==> config.mk <==
export PLATFORM = sky130hd
export DESIGN_NAME = voice_allocator
export DESIGN_NICKNAME = d
export VERILOG_FILES = /design/src/rtl/voice_alloc_pkg.sv /design/src/rtl/rr_free_picker.sv /design/src/rtl/voice_allocator.sv
export SDC_FILE = /design/constraint.sdc
export NUM_CORES = 1
export LEC_CHECK = 0
export CAP_MARGIN = 15
export CORE_ASPECT_RATIO = 0.75
export CORE_MARGIN = 2
export CORE_UTILIZATION = 25
export CTS_BUF_LIST = sky130_fd_sc_hd__clkbuf_8 sky130_fd_sc_hd__clkbuf_16
export DETAILED_ROUTE_END_ITERATION = 10
export HOLD_SLACK_MARGIN = 0.02
export PLACE_DENSITY_LB_ADDON = 0.2
export SLEW_MARGIN = 30
export SYNTH_ARGS = -nofsm -noshare
export SYNTH_HDL_FRONTEND = slang
export SYNTH_HIERARCHICAL = 1
export SYNTH_SLANG_ARGS = --single-unit
==> constraint.sdc <==
create_clock -name clk -period 3.8 [get_ports clk]
set_input_delay 0.38 -clock clk [delete_from_list [all_inputs] [get_ports clk]]
set_output_delay 0.38 -clock clk [all_outputs]
set_load 0.05 [all_outputs]
==> src/rtl/voice_alloc_pkg.sv <==
// Shared types and defaults for the voice allocator.
package voice_alloc_pkg;

   typedef enum logic [1:0] {
      IDLE  = 2'd0,
      ALLOC = 2'd1,
      LOAD  = 2'd2,
      WAIT  = 2'd3
   } alloc_state_e;

   localparam int NOTE_W_DEF = 6;
   localparam int DUR_W_DEF  = 6;

endpackage

==> src/rtl/rr_free_picker.sv <==
// Combinational round-robin picker: first set bit of free at or after rr_ptr, wrapping.
module rr_free_picker #(
   parameter int N  = 3,
   parameter int PW = $clog2(N)
) (
   input  logic [N-1:0]  free,
   input  logic [PW-1:0] rr_ptr,
   output logic          hit,
   output logic [N-1:0]  grant,
   output logic [PW-1:0] grant_idx
);

   int j;

   always_comb begin
      hit       = 1'b0;
      grant     = '0;
      grant_idx = '0;
      j         = 0;
      // Walk offsets from farthest to nearest so the nearest free voice is the last writer.
      for (int k = N - 1; k >= 0; k--) begin
         j = int'(rr_ptr) + k;
         if (j >= N) j = j - N;
         if (free[j]) begin
            hit       = 1'b1;
            grant     = '0;
            grant[j]  = 1'b1;
            grant_idx = PW'(j);
         end
      end
   end

endmodule

==> src/rtl/voice_allocator.sv <==
// Assigns (note, duration) requests to free note_player voices round-robin with a one-cycle load pulse.
// Optional VOICE_STEAL_EN: reload the least-recently-loaded voice instead of stalling; adds steal_count.
module voice_allocator
   import voice_alloc_pkg::*;
#(
   parameter int NUM_VOICES = 3,
   parameter int NOTE_W     = NOTE_W_DEF,
   parameter int DUR_W      = DUR_W_DEF
) (
   input  logic                  clk,
   input  logic                  reset,
   input  logic                  play,
   input  logic                  req_valid,
   input  logic [NOTE_W-1:0]     req_note,
   input  logic [DUR_W-1:0]      req_duration,
   output logic                  req_ready,
   input  logic [NUM_VOICES-1:0] voice_done,
   output logic [NUM_VOICES-1:0] load_note,
   output logic [NOTE_W-1:0]     note_out,
   output logic [DUR_W-1:0]      duration_out,
   output logic [NUM_VOICES-1:0] voice_busy,
`ifdef VOICE_STEAL_EN
   output logic [7:0]            steal_count,
`endif
   output logic                  all_idle
);

   localparam int PW = $clog2(NUM_VOICES);

   alloc_state_e          state_q, state_d;
   logic [NUM_VOICES-1:0] busy_q, busy_d;
   logic [NUM_VOICES-1:0] load_q, load_d;
   logic [NOTE_W-1:0]     hold_note_q, hold_note_d, note_q, note_d;
   logic [DUR_W-1:0]      hold_dur_q, hold_dur_d, dur_q, dur_d;
   logic [PW-1:0]         rr_q, rr_d;
   logic [NUM_VOICES-1:0] set_mask;

   logic                  hit;
   logic [NUM_VOICES-1:0] grant;
   logic [PW-1:0]         grant_idx;
   logic [NUM_VOICES-1:0] free;

   assign free = ~busy_q | voice_done;

   rr_free_picker #(.N(NUM_VOICES), .PW(PW)) u_picker (
      .free      (free),
      .rr_ptr    (rr_q),
      .hit       (hit),
      .grant     (grant),
      .grant_idx (grant_idx)
   );

`ifdef VOICE_STEAL_EN
   logic [NUM_VOICES-1:0][PW-1:0] age_q, age_d;
   logic [7:0]                    steal_q, steal_d;
   logic [PW-1:0]                 oldest_idx, sel_idx;
   logic [NUM_VOICES-1:0]         oldest_mask;

   // Ages form a permutation of 0..NUM_VOICES-1; the maximum marks the least recently loaded voice.
   always_comb begin
      oldest_idx = '0;
      for (int v = 0; v < NUM_VOICES; v++)
         if (age_q[v] == PW'(NUM_VOICES - 1)) oldest_idx = PW'(v);
      oldest_mask = NUM_VOICES'(1) << oldest_idx;
   end
`endif

   always_comb begin
      state_d     = state_q;
      load_d      = '0;
      note_d      = note_q;
      dur_d       = dur_q;
      hold_note_d = hold_note_q;
      hold_dur_d  = hold_dur_q;
      rr_d        = rr_q;
      set_mask    = '0;
`ifdef VOICE_STEAL_EN
      steal_d     = steal_q;
      sel_idx     = grant_idx;
`endif
      case (state_q)
         IDLE: begin
            if (req_valid && play && req_duration != '0) begin
               hold_note_d = req_note;
               hold_dur_d  = req_duration;
               state_d     = ALLOC;
            end
         end
         ALLOC, WAIT: begin
            if (play) begin
               if (hit) begin
                  load_d   = grant;
                  set_mask = grant;
                  note_d   = hold_note_q;
                  dur_d    = hold_dur_q;
                  rr_d     = (grant_idx == PW'(NUM_VOICES - 1)) ? '0 : grant_idx + 1'b1;
                  state_d  = LOAD;
               end else begin
`ifdef VOICE_STEAL_EN
                  load_d   = oldest_mask;
                  set_mask = oldest_mask;
                  sel_idx  = oldest_idx;
                  note_d   = hold_note_q;
                  dur_d    = hold_dur_q;
                  if (steal_q != 8'hff) steal_d = steal_q + 8'd1;
                  state_d  = LOAD;
`else
                  state_d  = WAIT;
`endif
               end
            end
         end
         LOAD: state_d = IDLE;
         default: state_d = IDLE;
      endcase
      // A load on a voice finishing this cycle keeps it busy.
      busy_d = (busy_q & ~voice_done) | set_mask;
   end

`ifdef VOICE_STEAL_EN
   always_comb begin
      age_d = age_q;
      if (|set_mask) begin
         for (int v = 0; v < NUM_VOICES; v++) begin
            if (set_mask[v]) age_d[v] = '0;
            else if (age_q[v] < age_q[sel_idx]) age_d[v] = age_q[v] + 1'b1;
         end
      end
   end
`endif

   always_ff @(posedge clk or posedge reset) begin
      if (reset) begin
         state_q     <= IDLE;
         busy_q      <= '0;
         load_q      <= '0;
         note_q      <= '0;
         dur_q       <= '0;
         hold_note_q <= '0;
         hold_dur_q  <= '0;
         rr_q        <= '0;
`ifdef VOICE_STEAL_EN
         steal_q     <= '0;
         for (int i = 0; i < NUM_VOICES; i++) age_q[i] <= PW'(NUM_VOICES - 1 - i);
`endif
      end else begin
         state_q     <= state_d;
         busy_q      <= busy_d;
         load_q      <= load_d;
         note_q      <= note_d;
         dur_q       <= dur_d;
         hold_note_q <= hold_note_d;
         hold_dur_q  <= hold_dur_d;
         rr_q        <= rr_d;
`ifdef VOICE_STEAL_EN
         steal_q     <= steal_d;
         age_q       <= age_d;
`endif
      end
   end

   assign req_ready    = (state_q == IDLE) && play;
   assign all_idle     = (busy_q == '0) && (state_q == IDLE);
   assign load_note    = load_q;
   assign note_out     = note_q;
   assign duration_out = dur_q;
   assign voice_busy   = busy_q;
`ifdef VOICE_STEAL_EN
   assign steal_count  = steal_q;
`endif

endmodule

Word level (Yosys, flattened, before mapping):

Index checks and enable logic that the tools add are counted.

* register bits after elaboration: 34
* input port bits: 19
* word-level logic and storage cells: 83

* add/subtract/negate cells: 6
* order comparisons: 9
* eq/ne operators: 6
* multiplexer cells: 35
* bitwise operators: 5
* reduce and logical (&&, ||, !) cells: 14

Operators with widths (count)
* $ge A32 B1 Y1 const B: 3
* $lt A32 B4 Y1 const B: 3
* $mux W32: 3
* $ge A32 B3 Y1 const B: 2
* $sub A32 B3 Y32 const B: 2
* $mux W3: 6
* $mux W1: 13
* $mux W2: 6
* $logic_and A1 B1 Y1: 7
* $bmux W1 S2: 3
* $demux W1 S2: 3
* $eq A2 B2 Y1 const B: 3
* $not A3 Y3: 2
* $or A3 B3 Y3: 2
* $pmux W2 S3: 1
* $reduce_bool A6 Y1: 1
* $ne A2 B2 Y1 const B: 2
* $reduce_and A2 Y1: 2
* $add A2 B1 Y3 const B: 1
* $add A2 B2 Y3 const B: 1
* $and A3 B3 Y3: 1
* $logic_not A3 Y1: 1
* $reduce_and A3 Y1: 1
* $sub A2 B2 Y3 const B: 1
* 5 further kinds: 5

Depth between registers and ports, before layout:

Gate-level depths: netlist of the first run.

* word-level depth: 14
* gate-level depth with buffers: 12

By module:

Netlist of the first run, hierarchy kept.

By module, submodules not included
* voice_allocator: instances 1, cells each 114, area each 1347.5 um2
* rr_free_picker: instances 1, cells each 45, area each 345.3 um2

Worst setup path before layout of the first run:

OpenSTA, ideal clock, no wires.

* path kind: register to register
* from: reg busy_q[2] (netlist: voice_busy[2])
* to: reg dur_q[0] (netlist: duration_out[0])
* setup time: 118 ps
* arrival time: 2098 ps
* required time: 3682 ps
* path slack: 1584 ps
* cell stages (with the launch flop): 11
* clock period less this slack: 2216 ps
* cell sequence: dfrtp_1 > nand2b_1 > mux2i_1 > o22ai_1 > a21oi_2 > nand3b_1 > and3_1 > clkbuf_1 > clkbuf_1 > nand2_1 > nand2_1

* word-level cells in the longest chain between the ends: 9

RTL lines
* start, declared: line voice_allocator.sv:31 `logic [NUM_VOICES-1:0] busy_q, busy_d;`
* start signal, assigned: line voice_allocator.sv:148 `busy_q <= busy_d;`
* $not A3 Y3 (*): line voice_allocator.sv:43 `assign free = ~busy_q | voice_done;`
* $or A3 B3 Y3 (*): line voice_allocator.sv:43
* named net free[2]: line voice_allocator.sv:41 `logic [NUM_VOICES-1:0] free;`
* $bmux W1 S2: line rr_free_picker.sv:24 `if (free[j]) begin`
* $mux W1 (implied by the code) (2 in a row): line rr_free_picker.sv:24
* $mux W1 (2 in a row): line rr_free_picker.sv:24
* $mux W1 (*): line rr_free_picker.sv:24
* named net hit: line voice_allocator.sv:38 `logic hit;`
* $reduce_and A3 Y1 (no source line) (*)
* end signal, assigned: line voice_allocator.sv:151 `dur_q <= dur_d;`
* end, declared: line voice_allocator.sv:34 `logic [DUR_W-1:0] hold_dur_q, hold_dur_d, dur_q, dur_d;`

The timed path passes the listed nets; every way through them passes the cells marked *. The select of a mux whose other input is x is not followed.
A chain may end at the register's enable or synchronous reset.

Worst setup path after layout of the first run:

* from: reg rr_q[1]
* to: reg busy_q[2] (netlist: voice_busy[2])

RTL lines
* start, declared: line voice_allocator.sv:35 `logic [PW-1:0] rr_q, rr_d;`
* start signal, assigned: line voice_allocator.sv:154 `rr_q <= rr_d;`
* $add A2 B2 Y3: line rr_free_picker.sv:22 `j = int'(rr_ptr) + k;`
* $sub A32 B3 Y32 / $ge A32 B3 Y1 (equally long branches): line rr_free_picker.sv:23 `if (j >= N) j = j - N;`
* $mux W32: line rr_free_picker.sv:23
* $bmux W1 S2: line rr_free_picker.sv:24
* $mux W1 (implied by the code) (2 in a row): line rr_free_picker.sv:24
* $mux W1 (2 in a row): line rr_free_picker.sv:24
* $mux W1 (*): line rr_free_picker.sv:24
* named net hit: line voice_allocator.sv:38
* $mux W3 (*) (3 in a row)
* named net load_d[2]: line voice_allocator.sv:32 `logic [NUM_VOICES-1:0] load_q, load_d;`
* $or A3 B3 Y3 (*): line voice_allocator.sv:117 `busy_d = (busy_q & ~voice_done) | set_mask;`
* named net busy_d[2]: line voice_allocator.sv:31

Marks and branches as above.

==> flow_metrics.py, run 1 <==
metrics = {
    "outcome": {
        "status": "completed",
    },
    "yosys": {
        "netlist.area_leader.share_pct": 50.3,
        "synth_common_cells": "nand2_1, dfrtp_1, nand2b_1",
        "syn_nets": 182,
        "yosys_warnings": 6,
        "ys_ff_latch": 34,
        "synth_edf_count": 0,
        "ys.flop_type": "dfrtp_1",
        "ys_seq_area_share_pct": 50.3,
        "synthesis.area_sq_um": 1690,
        "yosysTopAreaCell": "dfrtp_1",
        "syn_inst": 159,
        "avgSynthCellArea_sq_um": 10.6,
        "yosys-top-cells-area": "dfrtp_1, nand2_1, mux2_4",
        "synth_most_common_cell": "nand2_1",
        "async_reset_ff_share_pct": 100,
        "synth_cell_types": 41,
    },
    "timing": {
        "worst_slew_pin_slew_ns": 0.659,
        "rsz0062_at_grt": "false",
        "slew_violations": 0,
        "tns_ns": 0,
        "fmax_mhz": 387,
        "hold_viol": 0,
        "setup_viol": 0,
        "fin_skew_ns": 0.00394,
        "relSlewSlack_pct": 55.9,
        "min_period_ns": 2.58,
        "fin_hold_ws_ns": 0.478,
        "period_share_pct": 68.0,
    },
    "critical_path": {
        "critPathMaxFanout": 16,
        "critPathArrivalTime_ns": 2.74,
        "required_ns": 3.96,
        "crit_buf_inv": 1,
        "r2r_slack_ns": 1.22,
        "crit_path_start_kind": "flip-flop",
        "reg2reg_depth": 9,
        "crit_path_cell_trace": "inv_1 > ha_1 > mux2i_1 > o22ai_1 > a21oi_2 > nand3b_1 > and3_1 > and2_1 > nand2b_1",
        "critPathTopFamily": "simple AND/OR/NAND/NOR gates",
        "crit_start": "rr_q[1]",
        "r2r-end": "voice_busy[2]",
        "reg2reg_from": "rr_q[1]",
        "cp_slowest_cell": "dfrtp_1",
        "crit_type": "flip-flop to flip-flop",
        "max_stage_delay_ns": 0.42,
        "worst_setup_path_end_kind": "flip-flop",
    },
    "routing": {
        "vias_per_cell": 4.48,
        "first_iter_violations": 66,
        "drc": 0,
        "postRouteAntennaNets": 0,
        "postRouteWirelength_um": 3800,
        "wire_per_inst_um": 13.5,
        "vias": 1260,
        "drt-pass1-iter-count": 4,
    },
    "placed_design": {
        "gp_congestion": 0.804,
        "hpwlAfterDp_um": 2740,
        "port_buffers": 38,
        "placed_cell_area_sq_um": 2140,
        "place_inst": 273,
    },
    "clocking": {
        "ctsResizeCount": 0,
        "htreeDepth": 2,
        "tritoncts": "yes",
        "cts-root-buf": "clkbuf_8",
        "clkSlewWorstSetupHoldPaths_ns": 0.07,
        "clkLatencyLatePin_ns": 0.28,
        "clock_sinks": 34,
        "cts.path.max_buffers": 2,
        "cts_setup_buffers": 0,
        "numCtsBuffers": 5,
        "cts_hold_buf": 0,
    },
    "worst_hold_path": {
        "hp-start": "hold_note_q[4]",
        "hold_class": "flip-flop to flip-flop",
        "min_to": "note_out[4]",
        "holdPathStages": 2,
    },
    "grt": {
        "grt_pass1_vias": 1134,
        "use_met2_pct": 13.4,
        "antenna_found_initial": 0,
        "grt_pass1_wl_um": 5950,
        "top_usage_layer": "met1",
        "grt_max_degree": 35,
        "met3_usage_pct": 3.71,
        "use_met1_pct": 16.6,
        "overflow": 0,
        "grt_usage_pct": 10.7,
    },
    "job": {
        "maxCapViolations": 0,
    },
    "cells_and_area": {
        "fin_nets": 222,
        "regArea_sq_um": 851,
        "antenna_cells": 0,
        "n_fill_cell": 628,
        "fin_util_pct": 34.8,
        "drive_gt1_share_pct": 11.5,
        "multiInputGateArea_sq_um": 773,
        "finalNonFillerCells": 281,
        "fin_area_sq_um": 2230,
        "areaGrowthSynthToFinish_pct": 32.0,
    },
    "floorplan": {
        "die_h_um": 75.3,
        "die_x_um": 99.0,
        "dieArea_sq_um": 7450,
        "ios": 39,
        "rows": 25,
        "core_area_sq_um": 6410,
        "start_util_pct": 26.4,
    },
    "power": {
        "power.density_nw_per_um2": 839,
        "peakVddDrop_mv": 0.304,
        "p_leak_nw": 1.04,
    },
}
state kept, by name, summed over array words and instances, names as in the netlist:
signal / count
note_out: 6
hold_note_q: 6
rr_q: 2
state_q: 2
duration_out: 6
hold_dur_q: 6
voice_busy: 3
load_note: 3
stage by stage:
stage	total power, W	worst slack, ns
6_report	0.00188	1.22
5_1_grt	0.00200	0.949
4_1_cts	0.00189	1.22
3_5_place_dp	0.00161	1.08
3_3_place_gp	0.00163	1.16
2_1_floorplan	0.00132	1.58
how the worst max path moves through the flow:
stage | to | slack [ns] | depth (start not counted)
4_1_cts | voice_busy[2] | 1.22 | 9
3_3_place_gp | rr_q[0] | 1.16 | 8
5_1_grt | voice_busy[1] | 0.95 | 9
3_5_place_dp | voice_busy[2] | 1.08 | 9
2_1_floorplan | duration_out[0] | 1.58 | 10
6_report | voice_busy[2] | 1.22 | 9
cell usage in the layout (no fill, tap or decap), drive strengths merged, types with 2 or more instances in the layout:
cell / count
inv: 7
nand2b: 7
nand3b: 2
and2: 3
o22ai: 4
or4: 2
a21oi: 3
mux2i: 4
a22o: 6
nor3b: 2
clkdlybuf4s50: 38
o21ai: 2
ha: 4
clkbuf: 6
nor2: 4
dfrtp: 34
a31o: 2
o31ai: 2
nor2b: 3
mux2: 7
nand2: 44
buf: 2
area by class of cell:
| type | instances | share of cell area [%] |
|---|---|---|
| Clock buffer | 6 | 3.70 |
| Clock inverter | 2 | 0.392 |
| Inverter | 6 | 1.01 |
| Multi-Input combinational cell | 112 | 34.6 |
| Sequential cell | 34 | 38.1 |
| Tap cell | 81 | 4.54 |
| Timing Repair Buffer | 40 | 17.7 |
power breakdown:
group	internal (W)	leakage, nW	switching, W	total (W)
registers	0.000501	0.430	0.0000902	0.000591
logic	0.000390	0.556	0.000626	0.00102
clock network	0.000143	0.0524	0.000126	0.000269
total	0.00103	1.04	0.000842	0.00188
worst reg2reg max path, cell delays in order, from the launching register on:
cell and delay [ns]:
dfrtp_1 0.42, inv_1 0.09, ha_1 0.42, mux2i_1 0.30, o22ai_1 0.11, a21oi_2 0.18
nand3b_1 0.14, and3_1 0.40, and2_1 0.27, nand2b_1 0.13
routing by layer:
metal  up-vias  routed length (um)
met5         -                   0
met4         0                  42
met3         5                 219
met2        36                1510
met1       593                2020
li1        626                   -
kinds of logic after synthesis:
logic type	Yosys count	share of synthesized area, %
simple gates	70	19.6
flops	34	50.3
compound gates	27	14.0
buf+inv	13	4.06
mux	11	9.09
fa+ha+maj	4	2.96
Note: power is estimated with default switching activity, not from simulation.
==> run 2: changes to the inputs <==
clock period = 2.7 ns   (was 3.8 ns; I/O delays follow)
==> flow_metrics.py, run 2 (same netlist as run 1, synthesis figures left out) <==
metrics = {
    "floorplan": {
        "die_h_um": 75.3,
        "core_area_sq_um": 6410,
        "start_util_pct": 26.4,
        "ios": 39,
        "die_x_um": 99.0,
        "dieArea_sq_um": 7450,
        "rows": 25,
    },
    "timing": {
        "relSlewSlack_pct": 64.9,
        "tns_ns": 0,
        "worst_slew_pin_slew_ns": 0.520,
        "fin_skew_ns": 0.00523,
        "hold_viol": 0,
        "rsz0062_at_grt": "false",
        "fin_hold_ws_ns": 0.400,
        "period_share_pct": 89.5,
        "fin_ws_ns": 0.284,
        "fmax_mhz": 414,
        "min_period_ns": 2.42,
        "slew_violations": 0,
        "setup_viol": 0,
    },
    "routing": {
        "wire_per_inst_um": 13.3,
        "drt-pass1-iter-count": 4,
        "vias": 1269,
        "postRouteAntennaNets": 0,
        "postRouteWirelength_um": 3780,
        "vias_per_cell": 4.48,
        "first_iter_violations": 116,
        "drc": 0,
    },
    "cells_and_area": {
        "n_fill_cell": 653,
        "areaGrowthSynthToFinish_pct": 32.4,
        "final_cell_mix": "nand2_1, clkdlybuf4s50_1, dfrtp_1",
        "finalNonFillerCells": 283,
        "fin_area_sq_um": 2240,
        "antenna_cells": 0,
        "layout_commonest_cell": "nand2_1",
        "fin_nets": 225,
        "drive_gt1_share_pct": 11.9,
    },
    "clocking": {
        "cts-root-buf": "clkbuf_8",
        "htreeDepth": 2,
        "cts_hold_buf": 0,
        "numCtsBuffers": 5,
        "cts_setup_buffers": 0,
        "ctsResizeCount": 0,
        "tritoncts": "yes",
        "cts.path.max_buffers": 2,
        "clock_sinks": 34,
        "clkSlewWorstSetupHoldPaths_ns": 0.06,
        "clkLatencyLatePin_ns": 0.27,
    },
    "grt": {
        "grt_max_degree": 35,
        "grt_usage_pct": 10.7,
        "grt_pass1_wl_um": 6110,
        "overflow": 0,
        "antenna_found_initial": 0,
        "grt_pass1_vias": 1222,
    },
    "placed_design": {
        "port_buffers": 38,
        "placed_cell_area_sq_um": 2170,
        "gp_congestion": 0.811,
        "dp_slack_ns": 0.326,
        "place_inst": 276,
        "hpwlAfterDp_um": 2810,
    },
    "power": {
        "power.density_nw_per_um2": 1160,
        "p_leak_nw": 1.05,
        "peakVddDrop_mv": 0.519,
    },
    "critical_path": {
        "critPathArrivalTime_ns": 2.15,
        "required_ns": 2.43,
        "cp_slowest_cell": "clkdlybuf4s50_1",
        "worst_setup_path_end_kind": "primary output",
        "crit_type": "flip-flop to primary output",
        "max_stage_delay_ns": 0.80,
        "critPathMaxFanout": 7,
        "r2r-end": "voice_busy[2]",
        "reg2reg_depth": 9,
        "crit_path_cell_trace": "or4_1 > nor2_1 > clkdlybuf4s50_1",
        "r2r_slack_ns": 0.35,
        "crit_path_start_kind": "flip-flop",
        "reg2reg_from": "rr_q[0]",
    },
    "outcome": {
        "status": "completed",
    },
    "job": {
        "maxCapViolations": 0,
    },
    "worst_hold_path": {
        "hold_class": "primary input to async pin",
    },
}
## run 2: changes by cell type in the layout (fill, tap and decap cells not counted)
cell and delta:
buf_4 +3, clkbuf_8 -1, clkinv_2 -1, inv_1 +1
## run 2: per-stage QoR
stage,utilization (%),total power (W)
floorplan,-,0.00186
global placement,33.8,0.00230
detailed placement,33.8,0.00229
CTS,35.0,0.00264
global route,35.0,0.00278
finish,35.0,0.00261
## run 2: cell type report
cell class | count | area [sq um] | area share (%)
flip-flops and latches | 34 | 851 | 37.9
multi-input cells | 112 | 773 | 34.5
repair buffers | 43 | 418 | 18.6
well taps | 81 | 101 | 4.52
clock buffers | 5 | 68.8 | 3.07
inverters | 6 | 22.5 | 1.00
clock inverters | 2 | 7.51 | 0.335
## run 2: critical path: cells and delay by family, from the launching register on
kind | cells | cell delay, ns
buffers and inverters | 1 | 0.80
and+or+nand+nor | 2 | 0.61
DFF | 1 | 0.45
## run 2: worst max-delay path by stage
stage,start,endpoint
finish,state_q[0],all_idle
floorplan,voice_busy[2],duration_out[0]
CTS,state_q[0],all_idle
global placement,rr_q[0],voice_busy[2]
detailed placement,voice_done[2],voice_busy[2]
global route,rr_q[0],voice_busy[2]
## run 2: power by group
group          internal (W)  switching [W]  leakage (nW)  total (W)
sequential         0.000705       0.000121         0.430   0.000826
combinational      0.000565       0.000888         0.571    0.00145
clock              0.000170       0.000161        0.0466   0.000330
## run 2: layer usage
| metal | wire length [um] | part of all wire [%] | GRT usage (%) | vias to the layer above |
|---|---|---|---|---|
| met5 | 0 | 0 | 0 | - |
| met2 | 1550 | 41 | 14.7 | 34 |
| met1 | 1970 | 52 | 15.8 | 602 |
| met3 | 242 | 6.4 | 3.81 | 4 |
| li1 | - | - | - | 629 |
| met4 | 20 | 0.53 | 3.20 | 0 |
